==> config.mk <==
export PLATFORM = sky130hd
export DESIGN_NAME = fpnew_result_reorder
export DESIGN_NICKNAME = d
export VERILOG_FILES = /design/src/rtl/fpnew_result_reorder.sv
export SDC_FILE = /design/constraint.sdc
export NUM_CORES = 1
export LEC_CHECK = 0
export CORE_MARGIN = 2
export CORE_UTILIZATION = 38
export CTS_BUF_LIST = sky130_fd_sc_hd__clkbuf_4
export DETAILED_ROUTE_END_ITERATION = 10
export PLACE_DENSITY = 0.68
export SETUP_SLACK_MARGIN = 0.15
export SKIP_LAST_GASP = 1
export SLEW_MARGIN = 20
export SYNTH_ARGS = -nofsm -noshare
export SYNTH_HDL_FRONTEND = slang
export SYNTH_SLANG_ARGS = --single-unit
export TNS_END_PERCENT = 10
==> constraint.sdc <==
create_clock -name clk_i -period 7.4 [get_ports clk_i]
set_input_delay 1.48 -clock clk_i [delete_from_list [all_inputs] [get_ports clk_i]]
set_output_delay 1.48 -clock clk_i [all_outputs]
set_load 0.05 [all_outputs]
==> src/rtl/fpnew_result_reorder.sv <==
// Reorder buffer restoring issue order for FPU results that complete out of order; optional
// same-cycle head bypass when FPNEW_REORDER_BYPASS_EN is defined.
module fpnew_result_reorder #(
    parameter int unsigned Width      = 32,
    parameter int unsigned NumEntries = 4
) (
    input  logic                              clk_i,
    input  logic                              rst_i,
    input  logic                              flush_i,
    input  logic                              alloc_valid_i,
    output logic                              alloc_ready_o,
    output logic [$clog2(NumEntries)-1:0]     alloc_id_o,
    input  logic                              res_valid_i,
    output logic                              res_ready_o,
    input  logic [$clog2(NumEntries)-1:0]     res_id_i,
    input  logic [Width-1:0]                  res_result_i,
    input  logic [4:0]                        res_status_i,
    input  logic                              res_ext_bit_i,
    output logic                              out_valid_o,
    input  logic                              out_ready_i,
    output logic [Width-1:0]                  out_result_o,
    output logic [4:0]                        out_status_o,
    output logic                              out_ext_bit_o,
    output logic                              busy_o,
    output logic                              protocol_err_o
);
    localparam int unsigned IdWidth = $clog2(NumEntries);
    localparam logic [IdWidth:0] CntOne  = 1;
    localparam logic [IdWidth:0] CntFull = NumEntries[IdWidth:0];

    logic [NumEntries-1:0] alloc_q, done_q, ext_q;
    logic [Width-1:0]      result_q [NumEntries];
    logic [4:0]            status_q [NumEntries];
    logic [IdWidth:0]      rd_ptr_q, wr_ptr_q, count_q;
    logic                  err_q;

    logic [IdWidth-1:0] head, wr_idx;
    logic alloc_hs, res_ok, res_wr, res_bad, head_vld, retire, set_done, bypass;

    assign head   = rd_ptr_q[IdWidth-1:0];
    assign wr_idx = wr_ptr_q[IdWidth-1:0];

    assign alloc_ready_o  = (count_q != CntFull);
    assign alloc_id_o     = wr_idx;
    assign res_ready_o    = 1'b1;
    assign busy_o         = (count_q != '0);
    assign protocol_err_o = err_q;

    // Validity is judged on current state, so a result aimed at the slot being allocated this cycle is an error.
    assign alloc_hs = alloc_valid_i && alloc_ready_o && !flush_i;
    assign res_ok   = alloc_q[res_id_i] && !done_q[res_id_i];
    assign res_wr   = res_valid_i && res_ok && !flush_i;
    assign res_bad  = res_valid_i && !res_ok && !flush_i;
    assign head_vld = alloc_q[head] && done_q[head];

`ifdef FPNEW_REORDER_BYPASS_EN
    assign bypass = res_wr && (res_id_i == head);
    always_comb begin
        out_valid_o   = head_vld;
        out_result_o  = result_q[head];
        out_status_o  = status_q[head];
        out_ext_bit_o = ext_q[head];
        if (bypass) begin
            out_valid_o   = 1'b1;
            out_result_o  = res_result_i;
            out_status_o  = res_status_i;
            out_ext_bit_o = res_ext_bit_i;
        end
    end
`else
    assign bypass        = 1'b0;
    assign out_valid_o   = head_vld;
    assign out_result_o  = result_q[head];
    assign out_status_o  = status_q[head];
    assign out_ext_bit_o = ext_q[head];
`endif

    assign retire   = out_valid_o && out_ready_i && !flush_i;
    // A bypassed result that retires immediately never needs its done bit.
    assign set_done = res_wr && !(bypass && out_ready_i);

    always_ff @(posedge clk_i or posedge rst_i) begin
        if (rst_i) begin
            alloc_q  <= '0;
            done_q   <= '0;
            ext_q    <= '0;
            rd_ptr_q <= '0;
            wr_ptr_q <= '0;
            count_q  <= '0;
            err_q    <= 1'b0;
            for (int i = 0; i < NumEntries; i++) begin
                result_q[i] <= '0;
                status_q[i] <= '0;
            end
        end else if (flush_i) begin
            alloc_q  <= '0;
            done_q   <= '0;
            rd_ptr_q <= '0;
            wr_ptr_q <= '0;
            count_q  <= '0;
            err_q    <= 1'b0;
        end else begin
            if (res_bad) begin
                err_q <= 1'b1;
            end
            if (res_wr) begin
                result_q[res_id_i] <= res_result_i;
                status_q[res_id_i] <= res_status_i;
                ext_q[res_id_i]    <= res_ext_bit_i;
            end
            if (set_done) begin
                done_q[res_id_i] <= 1'b1;
            end
            if (retire) begin
                alloc_q[head] <= 1'b0;
                done_q[head]  <= 1'b0;
                rd_ptr_q      <= rd_ptr_q + CntOne;
            end
            // Alloc slot never equals the retiring slot: that would require a full buffer.
            if (alloc_hs) begin
                alloc_q[wr_idx] <= 1'b1;
                done_q[wr_idx]  <= 1'b0;
                wr_ptr_q        <= wr_ptr_q + CntOne;
            end
            case ({alloc_hs, retire})
                2'b10:   count_q <= count_q + CntOne;
                2'b01:   count_q <= count_q - CntOne;
                default: count_q <= count_q;
            endcase
        end
    end
endmodule

Word level (Yosys, flattened, before mapping)
Cells that the tools add are included.
- bits in registers: 170
- output and inout bits: 45
- reductions and logical operators: 23
- mux-type cells: 47
- add/subtract/negate cells: 4
- bitwise operators: 10
- $lt $le $gt $ge: 9
- equal/unequal tests: 3
- operators with widths (cell ; number):
    bitwise mux 128 bit ; 1
    2-to-1 mux 32 bit ; 3
    binary-select mux 32 bit (select 2 bit) ; 1
    demux 32 bit (select 2 bit) ; 1
    2-to-1 mux 4 bit ; 10
    bitwise mux 20 bit ; 1
    2-to-1 mux 3 bit ; 5
    2-to-1 mux 5 bit ; 3
    logical AND 1 bit ; 14
    bitwise AND 4 bit ; 3
    binary-select mux 1 bit (select 2 bit) ; 5
    binary-select mux 5 bit (select 2 bit) ; 1
    demux 5 bit (select 2 bit) ; 1
    2-to-1 mux 1 bit ; 10
    adder 3 x 1 -> 3 bit (second input constant) ; 3
    < comparator 2 x 3 -> 1 bit (second input constant) ; 3
    inverter 4 bit ; 2
    bitwise OR 4 bit ; 2
    demux 1 bit (select 2 bit) ; 3
    greater-or-equal comparator 2 x 1 -> 1 bit (second input constant) ; 3
    greater-or-equal comparator 3 bit (second input constant) ; 2
    inverter 2 -> 3 bit ; 2
    case mux 3 bit (2 select lines) ; 1
    nonzero test 2 bit ; 3
    10 further kinds ; 13

Logic depth before layout (Yosys ltp)
- word-level depth: 14
- gate-level depth with buffers: 9
- depth with buffers taken out: 9

Worst setup path before layout
No wires, ideal clock.
- path kind: flip-flop to output port
- from: register rd_ptr_q[0]
- to: output out_result_o[16]
- setup slack: 4.197 ns
- arrival time: 1.723 ns
- stages on the path, launching flop included: 4
- buffers on the path: 2
- cells stage by stage: dfrtp_1 > buf_2 > buf_2 > mux4_2
- cells in the longest elaborated chain, start to end: 4
- RTL lines (item ; line ; source):
    start: declaration ; 34 ; logic [IdWidth:0] rd_ptr_q, wr_ptr_q, count_q;
    start signal: assignment ; 117 ; rd_ptr_q <= rd_ptr_q + CntOne;
    inverter 2 -> 3 bit (not written as such) ; 73 ; assign out_result_o = result_q[head];
    binary-select mux 32 bit (select 2 bit) ; 73 ;
    2-to-1 mux 32 bit (not written as such) (2 in series) ; 73 ;
    end: declaration ; 21 ; output logic [Width-1:0] out_result_o,
No other way between the ends. The select of a mux whose other input is x is not followed.

Worst setup path in the final report
- from: register rd_ptr_q[0]
- to: output out_result_o[11]
The elaborated chain is that of the path after synthesis.

==> summary.txt <==
Synthesis
  • Cell taking the most area after synthesis: dfrtp_1
  • Netlist cell types: 37
  • Syn Inst Count: 485
  • Async set-or-reset flop fraction in the synthesized netlist: 100%
  • Netlist Area Pre-Place: around 0.0076 mm²
  • Syn Nets: 540
  • Number of synthesized register bits: 168
  • Ys flop type: dfrtp_1
  • Synth area leaders: dfrtp_1, mux2_2, mux4_2
  • EDFF count, synth: 0
  • Sequential share of the synthesized area: 55.4%
  • Yosys warns: 0
  • Yosys top cell area share: 55.4%
  • Syn_area_per_cell: 15.7 µm²

Global routing
  • Initial antenna violation count: 1
  • First-pass GRT wire length: 26,900 µm
  • Largest net degree at the start of global routing: 108
  • GRT Overall Usage: 16.2%
  • Vias in the first global route: 5,028
  • GRT overflow: 0

Power and ir drop
  • NetSw: between 0.0007 and 0.0008 W
  • Peak VDD IR: slightly above 0.09 mV
  • P_leak: 4.06 nW
  • Power Density: 258 mW/mm²
  • Net switching fraction of the power: 31.3%
  • Int Power: 0.00160 W
  • Reg power frac: 47.8%
  • Clock share of power: 24.7%
  • Combinational power share: ~27%

Setup path
  • CP Capture Type: output pin
  • Kind of start point of the critical path: register
  • RR Endpoint: count_q[1]$_DFFE_PP0P_
  • Crit Path Max Fanout: 25
  • CP startpoint: rd_ptr_q[0]$_DFFE_PP0P_
  • Kind of critical path: register to output pin
  • Critical-path cell list: buf_4 > mux4_2 > clkdlybuf4s50_1
  • Reg-to-reg startpoint: rd_ptr_q[0]$_DFFE_PP0P_
  • R2r setup slk: between 4 and 5 ns
  • R2R depth: 9
  • Critical Path AT: 3.19 ns
  • CP max-delay cell: dfrtp_2
  • Crit path required time: 5.92 ns
  • Critical Path Max Stage Delay: between 0.7 and 0.8 ns

CTS
  • Post-CTS sizing: 0
  • H-tree lvl count: 4
  • Post-CTS Setup Repair Bufs: 0
  • CTS sink count: 168
  • Root Buffer: clkbuf_4
  • CTS buffer count: 17
  • CTS clk-pin slew, worst paths: ~0.13 ns
  • Clock tree buffer depth: 2
  • CTS Hold Bufs: 0
  • TritonCTS clock tree: yes
  • Later-pin clock latency in the skew report: 0.56 ns

Min path
  • Worst min-delay path category: register to register
  • Hold path depth: 1
  • Min-delay src: status_q[7]$_DFFE_PP0P_
  • Hold endpoint: status_q[7]$_DFFE_PP0P_

Timing
  • Rel. slew slack: a little over a quarter
  • F_max: 0.214 GHz
  • Final Hold Vio Count: 0
  • Finish-stage setup viols: 0
  • Final Skew: 0.0176 ns
  • RSZ-0062 raised after global routing: false
  • Max Transition Viols Final: 0
  • Tcrit/Tclk final: between 60% and 70%
  • Setup TNS: 0 ns
  • Worst slew pin tran: 1.09 ns
  • Post-layout min period: ~4.7 ns

Detailed routing
  • Drt wl/cell: 19.3 µm
  • DR vias/cell: 5.30
  • Remaining antenna violation count: 0
  • Top Layer Used: met5
  • Met3 wire length: between 500 and 600 µm
  • Routed WL: 16,300 µm
  • Metal1 wirelength: 7190 µm
  • DR DRC count: 0
  • Starting DRT DRC Count: roughly 260
  • Pre-antenna DRT Iters: 4
  • Metal2 WL: 8360 µm
  • Via count: 4,487

Layout
  • P&R area growth vs syn: 19.1%
  • Commonest non-fill, non-tap cell in the layout: dfrtp_1
  • Commonest non-fill, non-tap cells in the layout: dfrtp_1, mux2_2, clkdlybuf4s50_1
  • Fill cells: 1,760
  • Layout cells sized above 1: between 30% and 40%
  • Final net count: 624
  • Non-Filler Instances: 846
  • ANT cells: 0

Die
  • Initial Util: 38.9%
  • Io pins: 91
  • Area of the core: 0.0195 mm²
  • Die height: around 150 µm
  • FP Rows: 51
  • Die ar.: approximately 0.021 mm²
  • Die width: approximately 150 µm

Placed design
  • I/O Buffers: 89
  • HPWL after DPL: 10,600 µm
  • Final RePlAce weighted congestion: 0.814
  • Placed cells: 815

Run
  • MaxCap Viol Count: 0

Outcome
  • Status: completed
==> area by class of cell <==
cell class	instances	area, µm²	area share (%)
repair buffers	96	943	10.4
clock buffers	18	135	1.49
well taps	265	332	3.67
flip-flops and latches	168	4210	46.5
inverters	10	42.5	0.470
clock inverters	13	180	1.99
multi-input cells	276	3200	35.4
==> power groups by stage <==
stage | clock, W | sequential, W | combinational (W)
global route | 0.000633 | 0.00113 | 0.000674
detailed placement | 0 | 0.00113 | 0.000645
global placement | 0 | 0.00112 | 0.000633
floorplan | 0 | 0.00111 | 0.000448
CTS | 0.000598 | 0.00112 | 0.000648
finish | 0.000577 | 0.00111 | 0.000640
==> Yosys cell counts, types with 6 or more instances <==
cell type and instances:
nand2_1 11, clkbuf_1 8, mux2_2 131, inv_1 6, mux4_2 40, mux2_1 21, dfrtp_1 168, ha_1 8
nand2b_1 8, buf_2 12, nor3b_1 6
==> cell families (layout without fill, tap and decap cells) <==
logic type / Yosys count / in the layout / share of synthesized area, %
mux: 192 / 192 / 34.4
flops: 168 / 168 / 55.4
simple gates: 49 / 49 / 3.71
buf+inv: 41 / 137 / 2.62
compound gates: 24 / 24 / 2.16
fa+ha+maj: 9 / 9 / 1.58
other cells: 1 / 1 / 0.0494
xor+xnor: 1 / 1 / 0.115
==> flip-flops by register name (all words and copies together) (netlist names) <==
name,flops
alloc_q,4
count_q,3
done_q,4
ext_q,4
protocol_err_o,1
rd_ptr_q,2
result_q,128
status_q,20
wr_ptr_q,2
==> worst max-delay path: cells and delay by family, from the launching register on <==
family                 cells  cell delay (ns)
buffers and inverters      2             1.29
muxes                      1             0.60
DFF                        1             0.75
==> metrics by stage <==
stage	total power [W]	hold WS (ns)	util, %	worst slack, ns	cell area (µm²)
global route	0.00244	0.524	46.3	2.46	9040
finish	0.00233	0.505	46.3	2.73	9040
detailed placement	0.00178	0.484	44.7	2.99	8730
CTS	0.00236	0.512	46.3	2.57	9040
floorplan	0.00156	0.453	-	1.37	7590
global placement	0.00175	0.465	44.7	3.07	8730
==> worst max path at each step <==
stage                                    to  slack, ns  cells past startpoint
finish                     out_result_o[11]       2.73                      3
CTS                        out_result_o[15]       2.57                      3
floorplan              alloc_q[0]$_DFF_PP0_       1.37                      1
global placement    status_q[3]$_DFFE_PP0P_       3.07                      4
detailed placement  status_q[1]$_DFFE_PP0P_       2.99                      4
global route               out_result_o[11]       2.46                      3
==> routing by layer <==
metal / GRT usage (%) / vias up
met5: 0 / -
met4: 4.71 / 2
met3: 3.92 / 21
met2: 28.1 / 90
met1: 20.3 / 2401
li1: - / 1973
Note: power is estimated with default switching activity, not from simulation.
